--- config.mk ---
export PLATFORM = sky130hd
export DESIGN_NAME = lsm_sequencer_flat
export DESIGN_NICKNAME = d
export VERILOG_FILES = /design/src/rtl/lsm_sequencer_if.sv /design/src/rtl/lsm_sequencer.sv /design/src/flat_wrapper.sv
export SDC_FILE = /design/constraint.sdc
export NUM_CORES = 1
export LEC_CHECK = 0
export BUFFER_PORTS_ARGS = -buffer_cell sky130_fd_sc_hd__buf_2
export CAP_MARGIN = 15
export CORE_MARGIN = 5
export CORE_UTILIZATION = 35
export DETAILED_ROUTE_END_ITERATION = 8
export MAX_ROUTING_LAYER = met4
export SETUP_SLACK_MARGIN = 0.3
export SYNTH_ARGS = -nofsm -noshare
export SYNTH_HDL_FRONTEND = slang
export SYNTH_SLANG_ARGS = --single-unit
--- constraint.sdc ---
create_clock -name Clk -period 3.15 [get_ports Clk]
set_input_delay 0.63 -clock Clk [delete_from_list [all_inputs] [get_ports Clk]]
set_output_delay 0.63 -clock Clk [all_outputs]
set_load 0.02 [all_outputs]
--- src/rtl/lsm_sequencer_if.sv ---
// Signal bundle for lsm_sequencer: command inputs, memory port, register-file port, base writeback.
// master = controller/memory/register-file side, slave = the sequencer itself.
interface lsm_sequencer_if #(
  parameter int unsigned DATA_WIDTH     = 32,
  parameter int unsigned BYTES          = DATA_WIDTH / 8,
  parameter int unsigned LIST_WIDTH     = 16,
  parameter int unsigned REG_ADDR_WIDTH = 4
) ();
  logic                      Start;
  logic                      Load;
  logic                      Pre;
  logic                      Up;
  logic                      Wb;
  logic [LIST_WIDTH-1:0]     Reg_list;
  logic [REG_ADDR_WIDTH-1:0] Base_reg;
  logic [DATA_WIDTH-1:0]     Base_addr;
  logic                      Mem_ready;
  logic [DATA_WIDTH-1:0]     Mem_rdata;
  logic [DATA_WIDTH-1:0]     Reg_rdata;

  logic                      Busy;
  logic                      Done;
  logic                      Mem_req;
  logic                      Mem_we;
  logic [DATA_WIDTH-1:0]     Mem_addr;
  logic [DATA_WIDTH-1:0]     Mem_wdata;
  logic [REG_ADDR_WIDTH-1:0] Reg_r_addr;
  logic [REG_ADDR_WIDTH-1:0] Reg_w_addr;
  logic [DATA_WIDTH-1:0]     Reg_wdata;
  logic [BYTES-1:0]          Reg_byte_w_en;
  logic [DATA_WIDTH-1:0]     Base_wdata;
  logic [BYTES-1:0]          Base_byte_w_en;

  modport master (
    output Start, Load, Pre, Up, Wb, Reg_list, Base_reg, Base_addr,
           Mem_ready, Mem_rdata, Reg_rdata,
    input  Busy, Done, Mem_req, Mem_we, Mem_addr, Mem_wdata, Reg_r_addr,
           Reg_w_addr, Reg_wdata, Reg_byte_w_en, Base_wdata, Base_byte_w_en
  );

  modport slave (
    input  Start, Load, Pre, Up, Wb, Reg_list, Base_reg, Base_addr,
           Mem_ready, Mem_rdata, Reg_rdata,
    output Busy, Done, Mem_req, Mem_we, Mem_addr, Mem_wdata, Reg_r_addr,
           Reg_w_addr, Reg_wdata, Reg_byte_w_en, Base_wdata, Base_byte_w_en
  );
endinterface

--- src/rtl/lsm_sequencer.sv ---
// LDM/STM sequencer: expands a register list into one word transfer per cycle plus base writeback.
// Define LSM_EMPTY_LIST_EN for ARMv4 empty-list behaviour (R15 only, n=16 addressing).
module lsm_sequencer #(
  parameter int unsigned DATA_WIDTH     = 32,
  parameter int unsigned BYTES          = DATA_WIDTH / 8,
  parameter int unsigned LIST_WIDTH     = 16,
  parameter int unsigned REG_ADDR_WIDTH = 4
) (
  input logic            Clk,
  input logic            Rst,
  lsm_sequencer_if.slave bus
);
  localparam int unsigned CNT_WIDTH = $clog2(LIST_WIDTH + 1);
  localparam logic [BYTES-1:0] BEN_ON  = '0;
  localparam logic [BYTES-1:0] BEN_OFF = '1;

  typedef enum logic [1:0] {IDLE, XFER, WB, DONE} state_t;

  state_t                    state, state_next;
  logic [LIST_WIDTH-1:0]     rem;
  logic [DATA_WIDTH-1:0]     addr;
  logic [DATA_WIDTH-1:0]     base_new;
  logic                      load_q;
  logic                      wb_q;

  logic [LIST_WIDTH-1:0]     list_eff;
  logic [CNT_WIDTH-1:0]      n_eff;
  logic [DATA_WIDTH-1:0]     span;
  logic [DATA_WIDTH-1:0]     first_addr;
  logic [DATA_WIDTH-1:0]     base_calc;
  logic                      wb_en;
  logic [REG_ADDR_WIDTH-1:0] cur_reg;
  logic                      last_word;
  logic                      xfer_done;
  logic                      store_xfer;
  logic                      load_xfer;

  function automatic logic [CNT_WIDTH-1:0] popcount(input logic [LIST_WIDTH-1:0] v);
    logic [CNT_WIDTH-1:0] c;
    c = '0;
    for (int unsigned i = 0; i < LIST_WIDTH; i++) c += CNT_WIDTH'(v[i]);
    return c;
  endfunction

  always_comb begin
    list_eff = bus.Reg_list;
    n_eff    = popcount(bus.Reg_list);
`ifdef LSM_EMPTY_LIST_EN
    if (bus.Reg_list == '0) begin
      list_eff                 = '0;
      list_eff[LIST_WIDTH-1]   = 1'b1;
      n_eff                    = CNT_WIDTH'(LIST_WIDTH);
    end
`endif
    span = DATA_WIDTH'(n_eff) << 2;
    case ({bus.Pre, bus.Up})
      2'b01:   first_addr = bus.Base_addr;
      2'b11:   first_addr = bus.Base_addr + DATA_WIDTH'(4);
      2'b00:   first_addr = bus.Base_addr - span + DATA_WIDTH'(4);
      default: first_addr = bus.Base_addr - span;
    endcase
    base_calc = bus.Up ? bus.Base_addr + span : bus.Base_addr - span;
    // A loaded base register takes the loaded value, so its writeback is dropped.
    wb_en = bus.Wb && (list_eff != '0) && !(bus.Load && list_eff[bus.Base_reg]);
  end

  always_comb begin
    cur_reg = '0;
    for (int unsigned i = LIST_WIDTH; i > 0; i--)
      if (rem[i-1]) cur_reg = REG_ADDR_WIDTH'(i - 1);
  end

  assign last_word  = (rem & (rem - LIST_WIDTH'(1))) == '0;
  assign xfer_done  = (state == XFER) && bus.Mem_ready;
  assign store_xfer = (state == XFER) && !load_q;
  assign load_xfer  = (state == XFER) && load_q;

  always_ff @(posedge Clk or posedge Rst) begin
    if (Rst) begin
      state    <= IDLE;
      rem      <= '0;
      addr     <= '0;
      base_new <= '0;
      load_q   <= 1'b0;
      wb_q     <= 1'b0;
    end else begin
      state <= state_next;
      if (state == IDLE && bus.Start) begin
        rem      <= list_eff;
        addr     <= first_addr;
        base_new <= base_calc;
        load_q   <= bus.Load;
        wb_q     <= wb_en;
      end else if (xfer_done) begin
        rem  <= rem & (rem - LIST_WIDTH'(1));
        addr <= addr + DATA_WIDTH'(4);
      end
    end
  end

  // An empty list still passes through WB (with writes disabled) so Done lands two cycles after Start.
  always_comb begin
    state_next = state;
    case (state)
      IDLE:    if (bus.Start) state_next = (list_eff != '0) ? XFER : WB;
      XFER:    if (bus.Mem_ready && last_word) state_next = WB;
      WB:      state_next = DONE;
      default: state_next = IDLE;
    endcase
  end

  always_comb begin
    bus.Busy           = state != IDLE;
    bus.Done           = state == DONE;
    bus.Mem_req        = state == XFER;
    bus.Mem_we         = store_xfer;
    bus.Mem_addr       = (state == XFER) ? addr : '0;
    bus.Reg_r_addr     = store_xfer ? cur_reg : '0;
    bus.Mem_wdata      = store_xfer ? bus.Reg_rdata : '0;
    bus.Reg_w_addr     = load_xfer ? cur_reg : '0;
    bus.Reg_wdata      = load_xfer ? bus.Mem_rdata : '0;
    bus.Reg_byte_w_en  = (load_xfer && bus.Mem_ready) ? BEN_ON : BEN_OFF;
    bus.Base_wdata     = (state == WB && wb_q) ? base_new : '0;
    bus.Base_byte_w_en = (state == WB && wb_q) ? BEN_ON : BEN_OFF;
  end
endmodule

--- src/flat_wrapper.sv ---
// flat-port wrapper written by rule: the top's interface ports become plain ports
module lsm_sequencer_flat 
#(
  parameter int unsigned DATA_WIDTH     = 32,
  parameter int unsigned BYTES          = DATA_WIDTH / 8,
  parameter int unsigned LIST_WIDTH     = 16,
  parameter int unsigned REG_ADDR_WIDTH = 4
)
  (Clk, Rst, bus_Start, bus_Load, bus_Pre, bus_Up, bus_Wb, bus_Reg_list, bus_Base_reg, bus_Base_addr, bus_Mem_ready, bus_Mem_rdata, bus_Reg_rdata, bus_Busy, bus_Done, bus_Mem_req, bus_Mem_we, bus_Mem_addr, bus_Mem_wdata, bus_Reg_r_addr, bus_Reg_w_addr, bus_Reg_wdata, bus_Reg_byte_w_en, bus_Base_wdata, bus_Base_byte_w_en);
  lsm_sequencer_if #(.DATA_WIDTH(DATA_WIDTH), .BYTES(BYTES), .LIST_WIDTH(LIST_WIDTH), .REG_ADDR_WIDTH(REG_ADDR_WIDTH)) bus_i ();
  input logic Clk;
  input logic Rst;
  input wire logic [$bits(bus_i.Start)-1:0] bus_Start;
  input wire logic [$bits(bus_i.Load)-1:0] bus_Load;
  input wire logic [$bits(bus_i.Pre)-1:0] bus_Pre;
  input wire logic [$bits(bus_i.Up)-1:0] bus_Up;
  input wire logic [$bits(bus_i.Wb)-1:0] bus_Wb;
  input wire logic [$bits(bus_i.Reg_list)-1:0] bus_Reg_list;
  input wire logic [$bits(bus_i.Base_reg)-1:0] bus_Base_reg;
  input wire logic [$bits(bus_i.Base_addr)-1:0] bus_Base_addr;
  input wire logic [$bits(bus_i.Mem_ready)-1:0] bus_Mem_ready;
  input wire logic [$bits(bus_i.Mem_rdata)-1:0] bus_Mem_rdata;
  input wire logic [$bits(bus_i.Reg_rdata)-1:0] bus_Reg_rdata;
  output wire logic [$bits(bus_i.Busy)-1:0] bus_Busy;
  output wire logic [$bits(bus_i.Done)-1:0] bus_Done;
  output wire logic [$bits(bus_i.Mem_req)-1:0] bus_Mem_req;
  output wire logic [$bits(bus_i.Mem_we)-1:0] bus_Mem_we;
  output wire logic [$bits(bus_i.Mem_addr)-1:0] bus_Mem_addr;
  output wire logic [$bits(bus_i.Mem_wdata)-1:0] bus_Mem_wdata;
  output wire logic [$bits(bus_i.Reg_r_addr)-1:0] bus_Reg_r_addr;
  output wire logic [$bits(bus_i.Reg_w_addr)-1:0] bus_Reg_w_addr;
  output wire logic [$bits(bus_i.Reg_wdata)-1:0] bus_Reg_wdata;
  output wire logic [$bits(bus_i.Reg_byte_w_en)-1:0] bus_Reg_byte_w_en;
  output wire logic [$bits(bus_i.Base_wdata)-1:0] bus_Base_wdata;
  output wire logic [$bits(bus_i.Base_byte_w_en)-1:0] bus_Base_byte_w_en;
  assign bus_i.Start = bus_Start;
  assign bus_i.Load = bus_Load;
  assign bus_i.Pre = bus_Pre;
  assign bus_i.Up = bus_Up;
  assign bus_i.Wb = bus_Wb;
  assign bus_i.Reg_list = bus_Reg_list;
  assign bus_i.Base_reg = bus_Base_reg;
  assign bus_i.Base_addr = bus_Base_addr;
  assign bus_i.Mem_ready = bus_Mem_ready;
  assign bus_i.Mem_rdata = bus_Mem_rdata;
  assign bus_i.Reg_rdata = bus_Reg_rdata;
  assign bus_Busy = bus_i.Busy;
  assign bus_Done = bus_i.Done;
  assign bus_Mem_req = bus_i.Mem_req;
  assign bus_Mem_we = bus_i.Mem_we;
  assign bus_Mem_addr = bus_i.Mem_addr;
  assign bus_Mem_wdata = bus_i.Mem_wdata;
  assign bus_Reg_r_addr = bus_i.Reg_r_addr;
  assign bus_Reg_w_addr = bus_i.Reg_w_addr;
  assign bus_Reg_wdata = bus_i.Reg_wdata;
  assign bus_Reg_byte_w_en = bus_i.Reg_byte_w_en;
  assign bus_Base_wdata = bus_i.Base_wdata;
  assign bus_Base_byte_w_en = bus_i.Base_byte_w_en;
  lsm_sequencer #(.DATA_WIDTH(DATA_WIDTH), .BYTES(BYTES), .LIST_WIDTH(LIST_WIDTH), .REG_ADDR_WIDTH(REG_ADDR_WIDTH)) u_core (.Clk(Clk), .Rst(Rst), .bus(bus_i));
endmodule
==> flow_summary.rst <==
.. list-table::
   :header-rows: 1

   * - Metric
     - Value
   * - Final wirelength
     - 42600 microns
   * - Core footprint
     - 26700 sq um
   * - Final-stage net count
     - 1938
   * - Diodes inserted
     - 0
   * - Die extent in y
     - 174 microns
   * - Number of rows in the core area
     - 60
   * - R2r worst-path depth
     - 8
   * - Worst Max-Slew Pin Slew
     - 0.978 ns
   * - Power density over cell area
     - 796 nW/um^2
   * - IO buf count
     - 271
   * - Number of sinks handled by clock tree synthesis
     - 84
   * - Share of the cycle needed by the critical path after routing
     - 214%
   * - Average cell area after synthesis
     - 7.41 sq um
   * - Combined global-route utilization of all metal layers
     - 27.2%
   * - Clock period minus final worst setup slack
     - 6.73 ns
   * - Growth of design area from synthesis to finish
     - 60.3%
   * - Cts bufs inserted
     - 9
   * - Vias after detailed routing
     - 11800
   * - Buffers from clock root to sink, at most
     - 2
   * - Count of unique library cells instantiated by Yosys
     - 82
   * - Total iterations of the first detailed-routing run
     - 5
   * - CTS HTree Levels
     - 3
   * - I/O pins
     - 272
   * - Outcome
     - complete, but fails checks
   * - Leakage component of the power
     - 7.06 nW
   * - Worst setup EP type
     - flip-flop
   * - Via count of the first global-routing pass
     - 11400
   * - Finished Core Util
     - 56.6%
   * - Count of nets left with antenna violations after detail routing
     - 0
   * - Sequential share of the synthesized area
     - 22.3%
   * - Net switching component of the power
     - 5.65 mW
   * - Total nets after synthesis
     - 1437
   * - Kind of critical path
     - in2reg
   * - Global-route wire length before repair
     - 64400 microns
   * - Clock tree from TritonCTS
     - yes
   * - Final HPWL DP
     - 32800 microns
   * - Worst skew pair latency
     - 0.37 ns
   * - IR Drop Worst-Case VDD
     - 514 uV
   * - Fraction of power spent switching nets
     - 46.9%
   * - Final number of setup-violating endpoints
     - 60
   * - Number of synthesized flops with an enable pin
     - 0
   * - Clock network fraction of total power
     - 10.1%
   * - Area enclosed by the die boundary
     - 30300 sq um
   * - Fraction of layout cells with a size suffix above 1
     - 45.5%
   * - Portion of total power attributed to combinational logic
     - 71.6%
   * - Yosys reg bits
     - 84
   * - Share of synthesized registers carrying an async set or reset
     - 100%
   * - Number of failing hold endpoints at the final stage
     - 0
   * - Setup slack after layout
     - -3.58 ns
   * - Unrepaired setup endpoints after global routing
     - true
   * - Nature of the critical path startpoint
     - primary input
   * - Setup skew after layout
     - 0.00871 ns
   * - Initial standard-cell utilization of the core
     - 35.3%
   * - Max-capacitance violation count
     - 0
   * - Yosys warning total
     - 0
   * - Clock slew at the register clock pins of the worst setup and hold paths
     - 0.08 ns
   * - Number of buffers inserted for hold repair after clock tree synthesis
     - 0
   * - Max-slew violation count
     - 0
   * - Root Buffer
     - sky130_fd_sc_hd__clkbuf_16
   * - Data arrival at the endpoint of the critical path
     - 6.96 ns
   * - Mean routed wirelength per cell
     - 20.1 microns
   * - Max frequency
     - 149 MHz
   * - DRC violations left
     - 0
   * - Post-route setup TNS
     - -161.18 ns
   * - Int Power
     - 6.40 mW
   * - Aggregate global routing overflow
     - 0
   * - Largest net degree at the start of global routing
     - 67
   * - Routed vias/inst
     - 5.56
   * - Violations in the final reports
     - negative setup slack
   * - Class of the tightest hold or removal check
     - in2async
   * - Die X-Extent
     - 174 microns
   * - Final RePlAce weighted congestion
     - 1.01
   * - Dominant synthesized flop cell
     - sky130_fd_sc_hd__dfrtp_1
   * - Power share of the sequential group
     - 18.3%
   * - Relative slew margins
     - 34.8%
   * - Gate Count Post-Synth
     - 1273
   * - Antenna violations before repair
     - 0
   * - CP required
     - 3.38 ns
   * - Synthesized area
     - 9430 sq um
   * - Detailed Route Iter0 Violations
     - 949
   * - Largest driver fanout on the critical path
     - 6
registers in the layout, summed over array words and instances, names as in the netlist:
name and count:
u_core.addr 32, u_core.base_new 32, u_core.rem 16, u_core.state 2, u_core.load_q 1, u_core.wb_q 1
critical path, cell delays in order:
cell and delay (ns):
sky130_fd_sc_hd__buf_12 0.09, sky130_fd_sc_hd__inv_12 0.03, sky130_fd_sc_hd__ha_4 0.25, sky130_fd_sc_hd__inv_2 0.03, sky130_fd_sc_hd__fa_1 0.50, sky130_fd_sc_hd__fa_1 0.43, sky130_fd_sc_hd__fa_1 0.52, sky130_fd_sc_hd__fa_1 0.43
sky130_fd_sc_hd__fa_2 0.37, sky130_fd_sc_hd__fa_2 0.40, sky130_fd_sc_hd__xnor2_4 0.17, sky130_fd_sc_hd__ha_4 0.31, sky130_fd_sc_hd__nor2_4 0.05, sky130_fd_sc_hd__o311a_4 0.36, sky130_fd_sc_hd__or4_4 0.58, sky130_fd_sc_hd__a221oi_4 0.35
sky130_fd_sc_hd__o21ai_2 0.12, sky130_fd_sc_hd__or4_4 0.54, sky130_fd_sc_hd__or4_4 0.52, sky130_fd_sc_hd__a311oi_2 0.22, sky130_fd_sc_hd__a21oi_1 0.07
final timing paths:
path                                    start                  end  slack, ns
setup / recovery              bus_Reg_list[1]      u_core.addr[26]      -3.58
hold / removal                            Rst  u_core.base_new[30]       0.39
setup reg to reg                u_core.rem[0]      u_core.state[0]       0.47
hold reg to reg            u_core.base_new[1]   u_core.base_new[1]       0.48
max in group asynchronous                 Rst      u_core.addr[22]       2.05
min in group Clk             bus_Base_addr[1]       u_core.addr[1]       0.47
area by class of cell:
| class | count | area (sq um) |
|---|---|---|
| fill | 2505 | 11600 |
| multi-input combinational | 1035 | 7950 |
| timing repair buffer | 588 | 4090 |
| sequential | 84 | 2100 |
| tap | 341 | 427 |
| inverter | 55 | 234 |
| clock buffer | 9 | 225 |
| clock inverter | 7 | 88.8 |
| timing repair inverter | 1 | 7.51 |
power by group through the flow:
stage	registers, mW	logic (mW)	clock network, mW
global placement	2.19	6.45	0
detailed placement	2.20	6.56	0
finish	2.20	8.62	1.22
CTS	2.18	7.82	1.23
global route	2.28	9.26	1.27
floorplan	1.95	4.21	0
cells in the final DEF, fill, tap and decap left out, types with 45 or more instances in the layout:
master	n
sky130_fd_sc_hd__dfrtp_1	82
sky130_fd_sc_hd__buf_6	68
sky130_fd_sc_hd__and2_1	70
sky130_fd_sc_hd__xnor2_1	53
sky130_fd_sc_hd__and3_1	71
sky130_fd_sc_hd__nand2_1	140
sky130_fd_sc_hd__o21ai_0	46
sky130_fd_sc_hd__a21oi_1	45
sky130_fd_sc_hd__nor2_1	75
sky130_fd_sc_hd__buf_2	268
sky130_fd_sc_hd__buf_4	244
through the flow:
step	worst slack, ns	cells	power (mW)	cell area, sq um	hold slack (ns)
detailed placement	-4.38	2054	8.75	13100	0.458
finish	-3.58	2120	12.0	15100	0.388
global route	-3.74	2120	12.8	15100	0.463
global placement	-4.23	2053	8.64	13100	0.449
floorplan	-3.87	1273	6.17	9720	0.438
CTS	-3.57	2098	11.2	14500	0.416
layer usage:
layer  GRT usage (%)  part of all wire (%)
met3            3.65                   5.0
met4            6.99                   3.0
met1            33.2                    42
met2            47.6                    50
met5               -                     0
synthesized netlist by cell type (12+ instances only):
| cell | instances | area share [%] |
|---|---|---|
| sky130_fd_sc_hd__dfrtp_1 | 84 | 22 |
| sky130_fd_sc_hd__inv_1 | 54 | 2.1 |
| sky130_fd_sc_hd__nor4_1 | 26 | 1.7 |
| sky130_fd_sc_hd__a21oi_1 | 59 | 3.1 |
| sky130_fd_sc_hd__nand2_1 | 150 | 6.0 |
| sky130_fd_sc_hd__or3_1 | 24 | 1.6 |
| sky130_fd_sc_hd__xor2_1 | 35 | 3.2 |
| sky130_fd_sc_hd__xnor2_1 | 62 | 5.8 |
| sky130_fd_sc_hd__o31ai_1 | 15 | 1.2 |
| sky130_fd_sc_hd__and2_1 | 70 | 4.6 |
| sky130_fd_sc_hd__nor2_1 | 89 | 3.5 |
| sky130_fd_sc_hd__o21ai_0 | 92 | 4.9 |
| sky130_fd_sc_hd__clkbuf_1 | 73 | 2.9 |
| sky130_fd_sc_hd__or4_1 | 13 | 1.0 |
| sky130_fd_sc_hd__fa_1 | 12 | 2.5 |
| sky130_fd_sc_hd__and3_1 | 72 | 4.8 |
| sky130_fd_sc_hd__nand4_1 | 20 | 1.3 |
| sky130_fd_sc_hd__ha_1 | 28 | 3.7 |
| sky130_fd_sc_hd__nand3_1 | 47 | 2.5 |
| sky130_fd_sc_hd__nor3_1 | 36 | 1.9 |
| sky130_fd_sc_hd__a211oi_1 | 14 | 1.1 |
logic make-up after synthesis:
logic type	synth area share (%)
and+or+nand+nor	32.8
AOI/OAI and AO/OA	19.7
buffers and inverters	7.07
xor gates and xnor gates	9.01
DFF	22.3
adders and majority gates	6.58
muxes	2.52
repair_timing:
item / in CTS / in global routing
setup buffers: 26 / 22
cloned: 2 / 0
setup endpoints to repair: 92 / 65
endpoints found under the hold margin: 0 / 0
pin swaps: 74 / 52
gates resized for setup: 195 / 98
Power figures use the tool's default switching activity.
